`src/rtl/subadd_rr_arbiter.sv`:
```
// subadd_rr_arbiter: shares one 5-bit add/subtract datapath between two
// requesters (ch0, ch1) with round-robin arbitration. Each accepted request
// moves through IDLE -> EXEC -> RESP and returns a registered result tagged
// with the requester id.
//
// Optional build macro SUBADD_ARB_STATS_EN: adds per-channel saturating
// counters (op_cnt0/op_cnt1) of completed result handshakes.
module subadd_rr_arbiter #(
  parameter bit PRIO_INIT = 1'b0
) (
  input  logic       clk,
  input  logic       rst_n,
  input  logic       in0_valid,
  output logic       in0_ready,
  input  logic [4:0] in0_a,
  input  logic [4:0] in0_b,
  input  logic       in0_mode,
  input  logic       in1_valid,
  output logic       in1_ready,
  input  logic [4:0] in1_a,
  input  logic [4:0] in1_b,
  input  logic       in1_mode,
  output logic       out_valid,
  input  logic       out_ready,
  output logic       out_id,
  output logic [4:0] out_sum,
  output logic       out_cout,
  output logic       out_ovf
`ifdef SUBADD_ARB_STATS_EN
  ,
  output logic [7:0] op_cnt0,
  output logic [7:0] op_cnt1
`endif
);

  typedef enum logic [1:0] {
    IDLE = 2'd0,
    EXEC = 2'd1,
    RESP = 2'd2
  } state_e;

  state_e     state_q;
  logic       ptr_q;       // channel that wins when both are valid
  logic [4:0] op_a_q;
  logic [4:0] op_b_q;
  logic       op_mode_q;
  logic       op_id_q;

  logic       out_valid_q;
  logic       out_id_q;
  logic [4:0] out_sum_q;
  logic       out_cout_q;
  logic       out_ovf_q;

  logic [4:0] y_d;
  logic [5:0] sum_full_d;
  logic       ovf_d;

  // Grant: single valid wins outright, the pointer breaks ties; only in IDLE.
  always_comb begin
    // NOTE: defaults first so every path assigns both outputs and no latch is inferred.
    in0_ready = 1'b0;
    in1_ready = 1'b0;
    if (state_q == IDLE) begin
      if (in0_valid && (!in1_valid || (ptr_q == 1'b0))) begin
        in0_ready = 1'b1;
      end else if (in1_valid) begin
        in1_ready = 1'b1;
      end
    end
  end

  // Shared datapath: subtract is a + ~b + 1, so cout = 1 means no borrow.
  always_comb begin
    y_d        = op_b_q ^ {5{op_mode_q}};
    sum_full_d = {1'b0, op_a_q} + {1'b0, y_d} + {5'd0, op_mode_q};
    ovf_d      = (op_a_q[4] == y_d[4]) && (sum_full_d[4] != op_a_q[4]);
  end

  // Sequencer: accept, compute, then hold the result until it is consumed.
  always_ff @(posedge clk or negedge rst_n) begin
    if (!rst_n) begin
      state_q     <= IDLE;
      ptr_q       <= PRIO_INIT;
      // NOTE: operand registers are reset too; they are few and this keeps
      // the datapath free of X after reset.
      op_a_q      <= '0;
      op_b_q      <= '0;
      op_mode_q   <= 1'b0;
      op_id_q     <= 1'b0;
      out_valid_q <= 1'b0;
      out_id_q    <= 1'b0;
      out_sum_q   <= '0;
      out_cout_q  <= 1'b0;
      out_ovf_q   <= 1'b0;
    end else begin
      // NOTE: non-blocking assignments so every register samples pre-edge values.
      case (state_q)
        IDLE: begin
          if (in0_valid && in0_ready) begin
            op_a_q    <= in0_a;
            op_b_q    <= in0_b;
            op_mode_q <= in0_mode;
            op_id_q   <= 1'b0;
            ptr_q     <= 1'b1;
            state_q   <= EXEC;
          end else if (in1_valid && in1_ready) begin
            op_a_q    <= in1_a;
            op_b_q    <= in1_b;
            op_mode_q <= in1_mode;
            op_id_q   <= 1'b1;
            ptr_q     <= 1'b0;
            state_q   <= EXEC;
          end
        end
        EXEC: begin
          out_sum_q   <= sum_full_d[4:0];
          out_cout_q  <= sum_full_d[5];
          out_ovf_q   <= ovf_d;
          out_id_q    <= op_id_q;
          out_valid_q <= 1'b1;
          state_q     <= RESP;
        end
        RESP: begin
          if (out_ready) begin
            out_valid_q <= 1'b0;
            state_q     <= IDLE;
          end
        end
        default: begin
          out_valid_q <= 1'b0;
          state_q     <= IDLE;
        end
      endcase
    end
  end

  assign out_valid = out_valid_q;
  assign out_id    = out_id_q;
  assign out_sum   = out_sum_q;
  assign out_cout  = out_cout_q;
  assign out_ovf   = out_ovf_q;

`ifdef SUBADD_ARB_STATS_EN
  logic [7:0] op_cnt0_q;
  logic [7:0] op_cnt1_q;

  // Count completed result handshakes per channel, saturating at 255.
  always_ff @(posedge clk or negedge rst_n) begin
    if (!rst_n) begin
      op_cnt0_q <= '0;
      op_cnt1_q <= '0;
    end else if (out_valid_q && out_ready) begin
      if (!out_id_q && (op_cnt0_q != 8'hFF)) op_cnt0_q <= op_cnt0_q + 8'd1;
      if (out_id_q && (op_cnt1_q != 8'hFF))  op_cnt1_q <= op_cnt1_q + 8'd1;
    end
  end

  assign op_cnt0 = op_cnt0_q;
  assign op_cnt1 = op_cnt1_q;
`else
  // Statistics counters are not built in this configuration.
`endif

endmodule
```
`config.mk`:
```
export PLATFORM = sky130hd
export DESIGN_NAME = subadd_rr_arbiter
export DESIGN_NICKNAME = d
export VERILOG_FILES = /design/src/rtl/subadd_rr_arbiter.sv
export SDC_FILE = /design/constraint.sdc
export NUM_CORES = 1
export LEC_CHECK = 0
export BUFFER_PORTS_ARGS = -buffer_cell sky130_fd_sc_hd__buf_2
export CAP_MARGIN = 20
export CORE_MARGIN = 8
export CORE_UTILIZATION = 50
export CTS_BUF_LIST = sky130_fd_sc_hd__clkbuf_8
export DETAILED_ROUTE_END_ITERATION = 16
export GPL_TIMING_DRIVEN = 0
export PLACE_DENSITY_LB_ADDON = 0.1
export SYNTH_ARGS = -nofsm -noshare
export SYNTH_HDL_FRONTEND = slang
export SYNTH_SLANG_ARGS = --single-unit
```
`constraint.sdc`:
```
create_clock -name clk -period 4.2 [get_ports clk]
set_input_delay 0.84 -clock clk [delete_from_list [all_inputs] [get_ports clk]]
set_output_delay 0.84 -clock clk [all_outputs]
set_load 0.02 [all_outputs]
```
==> key figures <==
Synthesis
  – Mean Syn Cell Area: 9.71 um^2
  – Synthesized cell area: 1180 um^2
  – Top cell type's share of synthesized area: 50.7%
  – Synth area leaders: dfrtp_1, nand2_1, a22oi_1
  – Number of synthesized flops with an enable pin: 0
  – Number of library cell types mapped by synthesis: 27
  – Async S/R FF share, synth: 100%
  – Syn Nets: 154
  – Synth warn: 0
  – Seq/Total Area, Yosys: 50.7%
  – Synth Instances: 122
  – Most used DFF post-synth: dfrtp_1
  – Flops & latches, synth: 24
  – Synth area leader: dfrtp_1

Pwr
  – Leak pwr: 0.760 nW
  – Max IR drop VDD: 0.424 mV
  – Power per cell area: 872 nW/um^2

Worst setup path
  – Cell breakdown of the critical path: buf_2 > nor3b_1 > nand2_1 > inv_2 > buf_2
  – Reg2reg start: op_mode_q$_DFFE_PN0P_
  – Worst path bufs/invs: 3
  – Capture point of the worst reg-to-reg path: out_ovf$_DFFE_PN0P_
  – Startpoint class of the critical path: input port
  – Critical path's largest stage delay: 0.23 ns
  – CP dominant cell by count: buf_2
  – Critical Path RT: 3.36 ns
  – Worst-path fanout max: 10
  – Setup CP Type: in2out
  – Max stage delay cell, worst path: nor3b_1
  – R2R Setup Slk: 2.29 ns
  – Crit. End Element: primary output
  – CP delay by family, top: buffers and inverters
  – Worst Reg-to-Reg Cells: 8
  – Crit path DAT: 1.71 ns

Clock tree
  – Max Root-Sink Buffers: 2
  – Clock-pin slew on the worst setup and hold paths: 0.08 ns
  – Num CTS Buffers: 3
  – Worst skew pair latency: 0.26 ns
  – Root Buffer: clkbuf_8
  – # hold bufs at CTS: 0
  – Post-CTS setup buffers: 0
  – Number of gates resized after cts: 0
  – Clk sinks: 24
  – H-tree levels: 1
  – CTS tree: done

Placed design
  – RePlAce Congestion: 0.731
  – IO buf count: 37
  – HPWL after DPL: 1950 um
  – Placed cells: 187

Die
  – Vert. Die Dim: 64.7 um
  – CORE AREA: 2230 um^2
  – Die Width: 64.7 um
  – Initial core utilization: 53.1%
  – # rows: 17
  – Die ar.: 4180 um^2
  – Num ports: 38

Global routing
  – Largest net degree at the start of global routing: 25
  – Vias in the first global route: 963
  – Total congestion overflow: 0
  – Antenna violations before repair: 0
  – Gr usage total: 12.1%
  – First-pass GRT wire length: 4100 um

Hold path
  – Hold WC Path Type: reg2reg
  – Hold Path Sink: out_valid$_DFFE_PN0P_
  – Hold path start: out_valid$_DFFE_PN0P_
  – Hold Path Stages: 1

Layout
  – Final nets: 196
  – Fill cell count: 212
  – Leading cell types in the layout, fill and taps excluded: buf_2, nand2_1, dfrtp_1
  – Fraction of layout cells with a size suffix above 1: 30.9%
  – Non-Filler Instances: 190
  – Util after Layout: 64.8%
  – N_diodes: 0
  – Multi-input gate area: 528 um^2
  – Area delta synth->final: 22.1%
  – Commonest non-fill, non-tap cell in the layout: buf_2
  – Flip-flop and latch area: 601 um^2

Routing
  – DRC viols: 0
  – Final WL: 2370 um
  – Drt wl/cell: 12.5 um
  – Vias per inst: 4.93
  – Detail Route Antenna Nets: 0
  – Starting DRT DRC Count: 10
  – DR pass1 iterations: 4
  – Vias: 936

Status
  – Status: completed

Timing
  – Final setup vio count: 0
  – Endpoints failing hold: 0
  – Minimum clock period: 2.55 ns
  – Setup TNS: 0 ns
  – Slew margin rel.: 65.4%
  – Final Cycle Share: 60.8%
  – Hold Slack: 0.473 ns
  – RSZ-0062 raised after global routing: no
  – Worst slew pin tran: 0.520 ns
  – Fmax: 0.392 GHz
  – Slew Limit Fails: 0
  – Layout Skew: 0.00150 ns

Job
  – Maxcap violations: 0
Yosys cell counts, drive strengths merged (2+ instances only):
| library cell | number |
|---|---|
| a21oi | 7 |
| a22oi | 8 |
| buf | 3 |
| dfrtp | 24 |
| ha | 4 |
| inv | 10 |
| nand2 | 25 |
| nand2b | 2 |
| nor2 | 7 |
| nor3b | 2 |
| o21ai | 10 |
| o22ai | 3 |
| xnor2 | 4 |
| xor2 | 5 |
worst reg2reg max path, stage by stage, from the launching register on:
cell	delay, ns
dfrtp_1	0.36
buf_2	0.16
xor2_1	0.21
inv_1	0.08
fa_1	0.42
nand2b_1	0.17
a21oi_2	0.17
xnor2_1	0.08
o31ai_1	0.17
metal layers:
| metal | routed length, um | part of all wire [%] | vias to the layer above | track usage [%] |
|---|---|---|---|---|
| li1 | - | - | 492 | - |
| met1 | 1150 | 48 | 406 | 14.9 |
| met2 | 1050 | 44 | 33 | 19.3 |
| met3 | 136 | 5.7 | 5 | 3.61 |
| met4 | 36 | 1.5 | 0 | 4.90 |
| met5 | 0 | 0 | - | 0 |
registers in the layout (all words and copies together) (netlist names):
name and count:
out_id 1, state_q 2, op_b_q 5, op_a_q 5, out_ovf 1, out_valid 1
op_id_q 1, out_cout 1, op_mode_q 1, ptr_q 1, out_sum 5
power breakdown:
group | internal [mW] | total, mW | switching [mW]
sequential | 0.347 | 0.427 | 0.0802
combinational | 0.305 | 0.703 | 0.398
clock | 0.0640 | 0.132 | 0.0677
total | 0.715 | 1.26 | 0.546
cell type report:
class	count	share of cell area [%]
inverters	10	2.60
flip-flops and latches	24	41.5
multi-input cells	84	36.5
clock buffers	3	2.85
repair buffers	37	12.8
well taps	28	2.42
plain buffers	4	1.30
worst max-delay path by stage:
stage,slack (ns),cells past startpoint,endpoint,start
final,1.65,5,in0_ready,in0_valid
after global routing,1.51,5,in0_ready,in0_valid
after CTS,1.65,5,in0_ready,in0_valid
after detailed placement,1.64,5,in0_ready,in0_valid
after global placement,1.66,5,in0_ready,in0_valid
after floorplan,1.99,3,in0_ready,in0_valid
logic make-up after synthesis:
group                      count (synthesis)  synth area share [%]
adders and majority gates                  5                  5.91
buffers and inverters                     14                  4.75
muxes                                      2                  1.80
and+or+nand+nor                           36                  12.9
xor gates and xnor gates                   9                  6.65
AOI/OAI and AO/OA                         32                  17.3
DFF                                       24                  50.7
through the flow:
stage,setup slack [ns],power [mW],instance area [um^2]
floorplan,1.99,0.977,1180
global placement,1.66,1.12,1410
detailed placement,1.64,1.15,1410
CTS,1.65,1.28,1450
global route,1.51,1.39,1450
finish,1.65,1.26,1450
(Power assumes the default switching activity.)
